[src/rtl/id_stage.sv]
`default_nettype none
// ============================================================================
// Module   : id_stage
// Brief    : Instruction-decode stage. IF/ID latch, 32x32 register file with
//            write-back bypass, load-use hazard stall, flush bubble and a
//            registered ID/EX bundle.
// Revision : 1.0 - initial release
// ============================================================================
module id_stage #(
    parameter int          PC_W    = 11,
    parameter int          DATA_W  = 32,
    parameter logic [5:0]  LOAD_OP = 6'h23
) (
    input  logic              clk,
    input  logic              reset,
    input  logic [DATA_W-1:0] inst,
    input  logic [PC_W-1:0]   pc,
    input  logic              flush,
    input  logic              ex_mem_read,
    input  logic [4:0]        ex_rt,
    input  logic              wb_en,
    input  logic [4:0]        wb_addr,
    input  logic [DATA_W-1:0] wb_data,
    output logic              stall,
    output logic              id_valid,
    output logic [PC_W-1:0]   id_pc,
    output logic [5:0]        id_opcode,
    output logic [4:0]        id_rs_addr,
    output logic [4:0]        id_rt_addr,
    output logic [4:0]        id_rd_addr,
    output logic [DATA_W-1:0] id_rs_data,
    output logic [DATA_W-1:0] id_rt_data,
    output logic [DATA_W-1:0] id_imm,
    output logic              id_mem_read
);

    localparam int c_NUM_REGS = 32;

    // IF/ID latch
    logic [DATA_W-1:0] r_inst;
    logic [PC_W-1:0]   r_pc;
    logic              r_valid;

    // Register file
    logic [DATA_W-1:0] r_regs [c_NUM_REGS];

    // ID/EX bundle
    logic              r_id_valid;
    logic [PC_W-1:0]   r_id_pc;
    logic [5:0]        r_id_opcode;
    logic [4:0]        r_id_rs_addr;
    logic [4:0]        r_id_rt_addr;
    logic [4:0]        r_id_rd_addr;
    logic [DATA_W-1:0] r_id_rs_data;
    logic [DATA_W-1:0] r_id_rt_data;
    logic [DATA_W-1:0] r_id_imm;
    logic              r_id_mem_read;

    // Decode of the latched instruction
    logic [5:0]        w_opcode;
    logic [4:0]        w_rs_addr;
    logic [4:0]        w_rt_addr;
    logic [4:0]        w_rd_addr;
    logic [15:0]       w_imm16;
    logic [DATA_W-1:0] w_imm;
    logic [DATA_W-1:0] w_rs_data;
    logic [DATA_W-1:0] w_rt_data;
    logic              w_hazard;
    logic              w_stall;
    logic              w_issue;

    assign w_opcode  = r_inst[31:26];
    assign w_rs_addr = r_inst[25:21];
    assign w_rt_addr = r_inst[20:16];
    assign w_rd_addr = r_inst[15:11];
    assign w_imm16   = r_inst[15:0];
    assign w_imm     = {{(DATA_W-16){w_imm16[15]}}, w_imm16};

    // r0 is hard-wired to zero; a same-cycle write-back is forwarded so the
    // operand never sees the stale register value.
    assign w_rs_data = (w_rs_addr == 5'd0)                   ? '0      :
                       (wb_en && (wb_addr == w_rs_addr))     ? wb_data :
                                                               r_regs[w_rs_addr];
    assign w_rt_data = (w_rt_addr == 5'd0)                   ? '0      :
                       (wb_en && (wb_addr == w_rt_addr))     ? wb_data :
                                                               r_regs[w_rt_addr];

    // Load-use: the load in EX produces its result too late for this
    // instruction, so hold it one cycle. A flush kills it anyway.
    assign w_hazard = r_valid & ex_mem_read & (ex_rt != 5'd0) &
                      ((ex_rt == w_rs_addr) | (ex_rt == w_rt_addr));
    assign w_stall  = w_hazard & ~flush;
    assign w_issue  = r_valid & ~flush & ~w_stall;

    assign stall = w_stall;

    always_ff @(posedge clk or posedge reset) begin
        if (reset) begin
            r_inst  <= '0;
            r_pc    <= '0;
            r_valid <= 1'b0;
        end else if (flush) begin
            r_inst  <= '0;
            r_valid <= 1'b0;
        end else if (!w_stall) begin
            r_inst  <= inst;
            r_pc    <= pc;
            r_valid <= 1'b1;
        end
    end

    always_ff @(posedge clk or posedge reset) begin
        if (reset) begin
            for (int i = 0; i < c_NUM_REGS; i++) begin
                r_regs[i] <= '0;
            end
        end else if (wb_en && (wb_addr != 5'd0)) begin
            r_regs[wb_addr] <= wb_data;
        end
    end

    // Bubbles are fully zeroed so downstream never sees stale fields.
    always_ff @(posedge clk or posedge reset) begin
        if (reset) begin
            r_id_valid    <= 1'b0;
            r_id_pc       <= '0;
            r_id_opcode   <= '0;
            r_id_rs_addr  <= '0;
            r_id_rt_addr  <= '0;
            r_id_rd_addr  <= '0;
            r_id_rs_data  <= '0;
            r_id_rt_data  <= '0;
            r_id_imm      <= '0;
            r_id_mem_read <= 1'b0;
        end else if (!w_issue) begin
            r_id_valid    <= 1'b0;
            r_id_pc       <= '0;
            r_id_opcode   <= '0;
            r_id_rs_addr  <= '0;
            r_id_rt_addr  <= '0;
            r_id_rd_addr  <= '0;
            r_id_rs_data  <= '0;
            r_id_rt_data  <= '0;
            r_id_imm      <= '0;
            r_id_mem_read <= 1'b0;
        end else begin
            r_id_valid    <= 1'b1;
            r_id_pc       <= r_pc;
            r_id_opcode   <= w_opcode;
            r_id_rs_addr  <= w_rs_addr;
            r_id_rt_addr  <= w_rt_addr;
            r_id_rd_addr  <= w_rd_addr;
            r_id_rs_data  <= w_rs_data;
            r_id_rt_data  <= w_rt_data;
            r_id_imm      <= w_imm;
            r_id_mem_read <= (w_opcode == LOAD_OP);
        end
    end

    assign id_valid    = r_id_valid;
    assign id_pc       = r_id_pc;
    assign id_opcode   = r_id_opcode;
    assign id_rs_addr  = r_id_rs_addr;
    assign id_rt_addr  = r_id_rt_addr;
    assign id_rd_addr  = r_id_rd_addr;
    assign id_rs_data  = r_id_rs_data;
    assign id_rt_data  = r_id_rt_data;
    assign id_imm      = r_id_imm;
    assign id_mem_read = r_id_mem_read;

endmodule
`default_nettype wire
[config.mk]
export PLATFORM = sky130hd
export DESIGN_NAME = id_stage
export DESIGN_NICKNAME = d
export VERILOG_FILES = /design/src/rtl/id_stage.sv
export SDC_FILE = /design/constraint.sdc
export NUM_CORES = 2
export LEC_CHECK = 0
export ABC_CLOCK_PERIOD_IN_PS = 41400
export CAP_MARGIN = 30
export CELL_PAD_IN_SITES_DETAIL_PLACEMENT = 1
export CELL_PAD_IN_SITES_GLOBAL_PLACEMENT = 1
export CORE_MARGIN = 3
export CORE_UTILIZATION = 35
export DETAILED_ROUTE_END_ITERATION = 10
export HOLD_SLACK_MARGIN = 0.02
export PLACE_DENSITY_LB_ADDON = 0.1
export SYNTH_ARGS = -nofsm -noshare
export SYNTH_HDL_FRONTEND = slang
export SYNTH_SLANG_ARGS = --single-unit
[constraint.sdc]
create_clock -name clk -period 41.4 [get_ports clk]
set_clock_uncertainty 0.05 [all_clocks]
set_input_delay 8.28 -clock clk [delete_from_list [all_inputs] [get_ports clk]]
set_output_delay 8.28 -clock clk [all_outputs]
set_load 0.01 [all_outputs]
==> impl_metrics.toml <==
[routing]
m1WireLength_mm = 97.8
vias = 37968
routed-wl-met3_mm = 8.51
wl_per_cell_um = 32.7
drtPass1Iterations = 5
route.detailed.drc = 0
dr_wl_met2_mm = 101
avgViaCountPerCell = 5.82
top_layer = "met4"
wl_mm = 213
drt_iter0_markers = 2656
drtAntennaViolNets = 0

[synth]
yosysUniqueCellTypes = 49
yosysSeqAreaShare_pct = 48.6
ys.flop_type = "dfrtp_1"
synth-edff-count = 0
synth_cells = 4073
ys_seq_elements = 1177
ys_warn_count = 0
synth_area_um2 = 60600
synth_nets = 4163
avgSynthCellArea_um2 = 14.9
synthArstFlopShare_pct = 100

[worst_setup_path]
cp_top_family = "buffers and inverters"
cp.arrival_ns = 10.43
cp_common_cell = "clkdlybuf4s50_1"
cp-start-kind = "input pin"
setup.worst_path.class = "input pin to output port"
required_ns = 33.07
r2r-start = "r_inst[16]$_DFFE_PP0P_"
slowest_stage = "or4_1"
path_buf_inv = 3
startpoint = "ex_rt[1]"
crit_chain = "clkdlybuf4s50_1 > or4_1 > o211ai_2 > buf_4 > nor3_1 > clkdlybuf4s50_1"
crit_path_max_incr_delay_ns = 0.59
path_max_fanout = 34
cp-end-kind = "output port"

[cts]
holdBufCountCts = 0
clk_pin_slew_ns = 0.05
cts_tree = "built"
clock_sinks = 1177
clk_path_buf_depth = 3
cts_made_buffers = 140
htree_levels = 4
cts-root-buf = "clkbuf_16"
cts_setup_buffers = 0
ctsResizeCount = 0
clk_latency_ns = 0.78

[timing]
worst_pin_slew_ns = 1.09
post-route-period-util_pct = 45.3
worst_slack_ns = 22.64
min_period_ns = 18.76
tns_ns = 0
relSlewSlack_pct = 26.9
finalHoldViolCount = 0
setup_viol = 0
max_freq_ghz = 0.0533
slew_viol_final = 0
rsz0062_at_grt = "false"

[min_path]
hold_class = "flip-flop to flip-flop"
hold_path_startpoint = "r_regs[1010]$_DFFE_PP0P_"

[die]
row_count = 152
ios = 221
die_y_um = 422
core_um2 = 172000
initial_utilization_pct = 35.3
die_w_um = 422
die_area_um2 = 178000

[global_routing]
grt_pass1_vias = 40665
grt_max_degree = 165
antenna_found_initial = 8
grt_pass1_wl_mm = 309
grtUsageTotal_pct = 23.9
gr-total-overflow = 0

[power]
peakVddDrop_mv = 0.0355
power_density_nw_per_um2 = 48.4
p_leak_nw = 28.9

[place]
gp_congestion = 0.744
preCtsSetupSlack_ns = 22.65
dpl.hpwl_mm = 122
postPlaceCellArea_um2 = 65200
port_buffers = 220

[outcome]
status = "completed"

[finish]
layout_common_cells = "dfrtp_1, mux2_2, mux4_2"
final_area_um2 = 69800
drive_gt1_share_pct = 46.6
layout_commonest_cell = "dfrtp_1"
fin_nets = 4192
synthToLayoutAreaGrowth_pct = 15.2

[job]
maxCapViolations = 0
-- synth_stat cells, drive strengths merged (2+ instances only) --
| cell | count | area [um2] |
|---|---|---|
| dfrtp | 1177 | 29500 |
| mux2 | 1003 | 11300 |
| mux4 | 508 | 11400 |
| clkbuf | 245 | 921 |
| buf | 235 | 1370 |
| nor2 | 205 | 769 |
| mux2i | 195 | 1950 |
| o21ai | 95 | 475 |
| nor4 | 67 | 425 |
| a2111oi | 62 | 706 |
| a22oi | 62 | 465 |
| and2 | 46 | 288 |
| nand3 | 38 | 190 |
| a21oi | 34 | 170 |
| nand2 | 25 | 93.8 |
| xnor2 | 12 | 105 |
| xor2 | 8 | 70.1 |
| nor2b | 6 | 37.5 |
| inv | 5 | 18.8 |
| nor3 | 5 | 25.0 |
| nor3b | 5 | 37.5 |
| a211oi | 4 | 35.0 |
| and3 | 4 | 25.0 |
| nand2b | 4 | 25.0 |
| nand3b | 4 | 30.0 |
| o22ai | 3 | 18.8 |
| or2 | 3 | 18.8 |
| or4 | 2 | 15.0 |
-- kinds of logic after synthesis --
family          share of synthesized area, %
compound gates                          3.22
xor+xnor                               0.289
buf+inv                                 3.81
flops                                   48.6
mux                                     40.8
simple gates                            3.31
-- power by group --
part / total, mW / switching (mW) / leakage (nW) / internal [mW]
registers: 1.50 / 0.147 / 15.2 / 1.35
clock network: 1.25 / 0.509 / 2.28 / 0.741
logic: 0.629 / 0.261 / 11.5 / 0.368
total: 3.38 / 0.916 / 28.9 / 2.46
-- final cells by class --
type | count | area (um2)
diodes | 2 | 5.00
clock buffers | 219 | 4290
clock inverters | 32 | 312
fillers | 16990 | 102000
inverters | 5 | 22.5
multi-input cells | 2411 | 29100
flip-flops and latches | 1177 | 29500
well taps | 2310 | 2890
repair buffers | 367 | 3660
-- final timing paths --
path                                                 end  slack, ns  cells past startpoint
min in group asynchronous        r_regs[988]$_DFFE_PP0P_       8.05                      3
worst max-delay path                               stall      22.64                      6
worst min-delay path            r_regs[1010]$_DFFE_PP0P_       0.34                      0
worst min register to register  r_regs[1010]$_DFFE_PP0P_       0.34                      0
max in group asynchronous        r_regs[965]$_DFFE_PP0P_      29.65                      8
worst max register to register  id_rt_data[20]$_DFF_PP0_      35.80                      8
-- registers in the layout, summed over array words and instances, names as in the netlist, 5 cells and up --
signal      cells
id_imm         16
id_opcode       6
id_pc          11
id_rs_addr      5
id_rs_data     32
id_rt_addr      5
id_rt_data     32
r_inst         32
r_pc           11
r_regs       1024
-- worst register-to-register path, cell delays in order, from the launching register on --
cell and delay [ns]:
dfrtp_4 0.90, buf_4 0.73, buf_4 0.90, buf_4 0.68, mux4_2 0.62, a22oi_1 0.19, o21ai_1 0.15, a2111oi_0 0.96
nor4_1 0.23
-- metrics by stage --
stage	std cells	power, mW	hold WS [ns]	utilization (%)
after floorplan	4073	1.95	0.391	-
after detailed placement	6269	2.15	0.333	37.9
after global placement	6252	2.12	0.327	37.7
final	6523	3.38	0.344	40.6
after global routing	6523	3.53	0.363	40.6
after CTS	6520	3.42	0.345	40.6
-- routing by layer --
metal,vias to the layer above,global-route usage (%)
met2,907,38.9
met4,0,6.81
met1,21197,33.6
li1,15580,-
met3,284,3.18
met5,-,0
No activity file was read; power rests on OpenSTA's default activity.
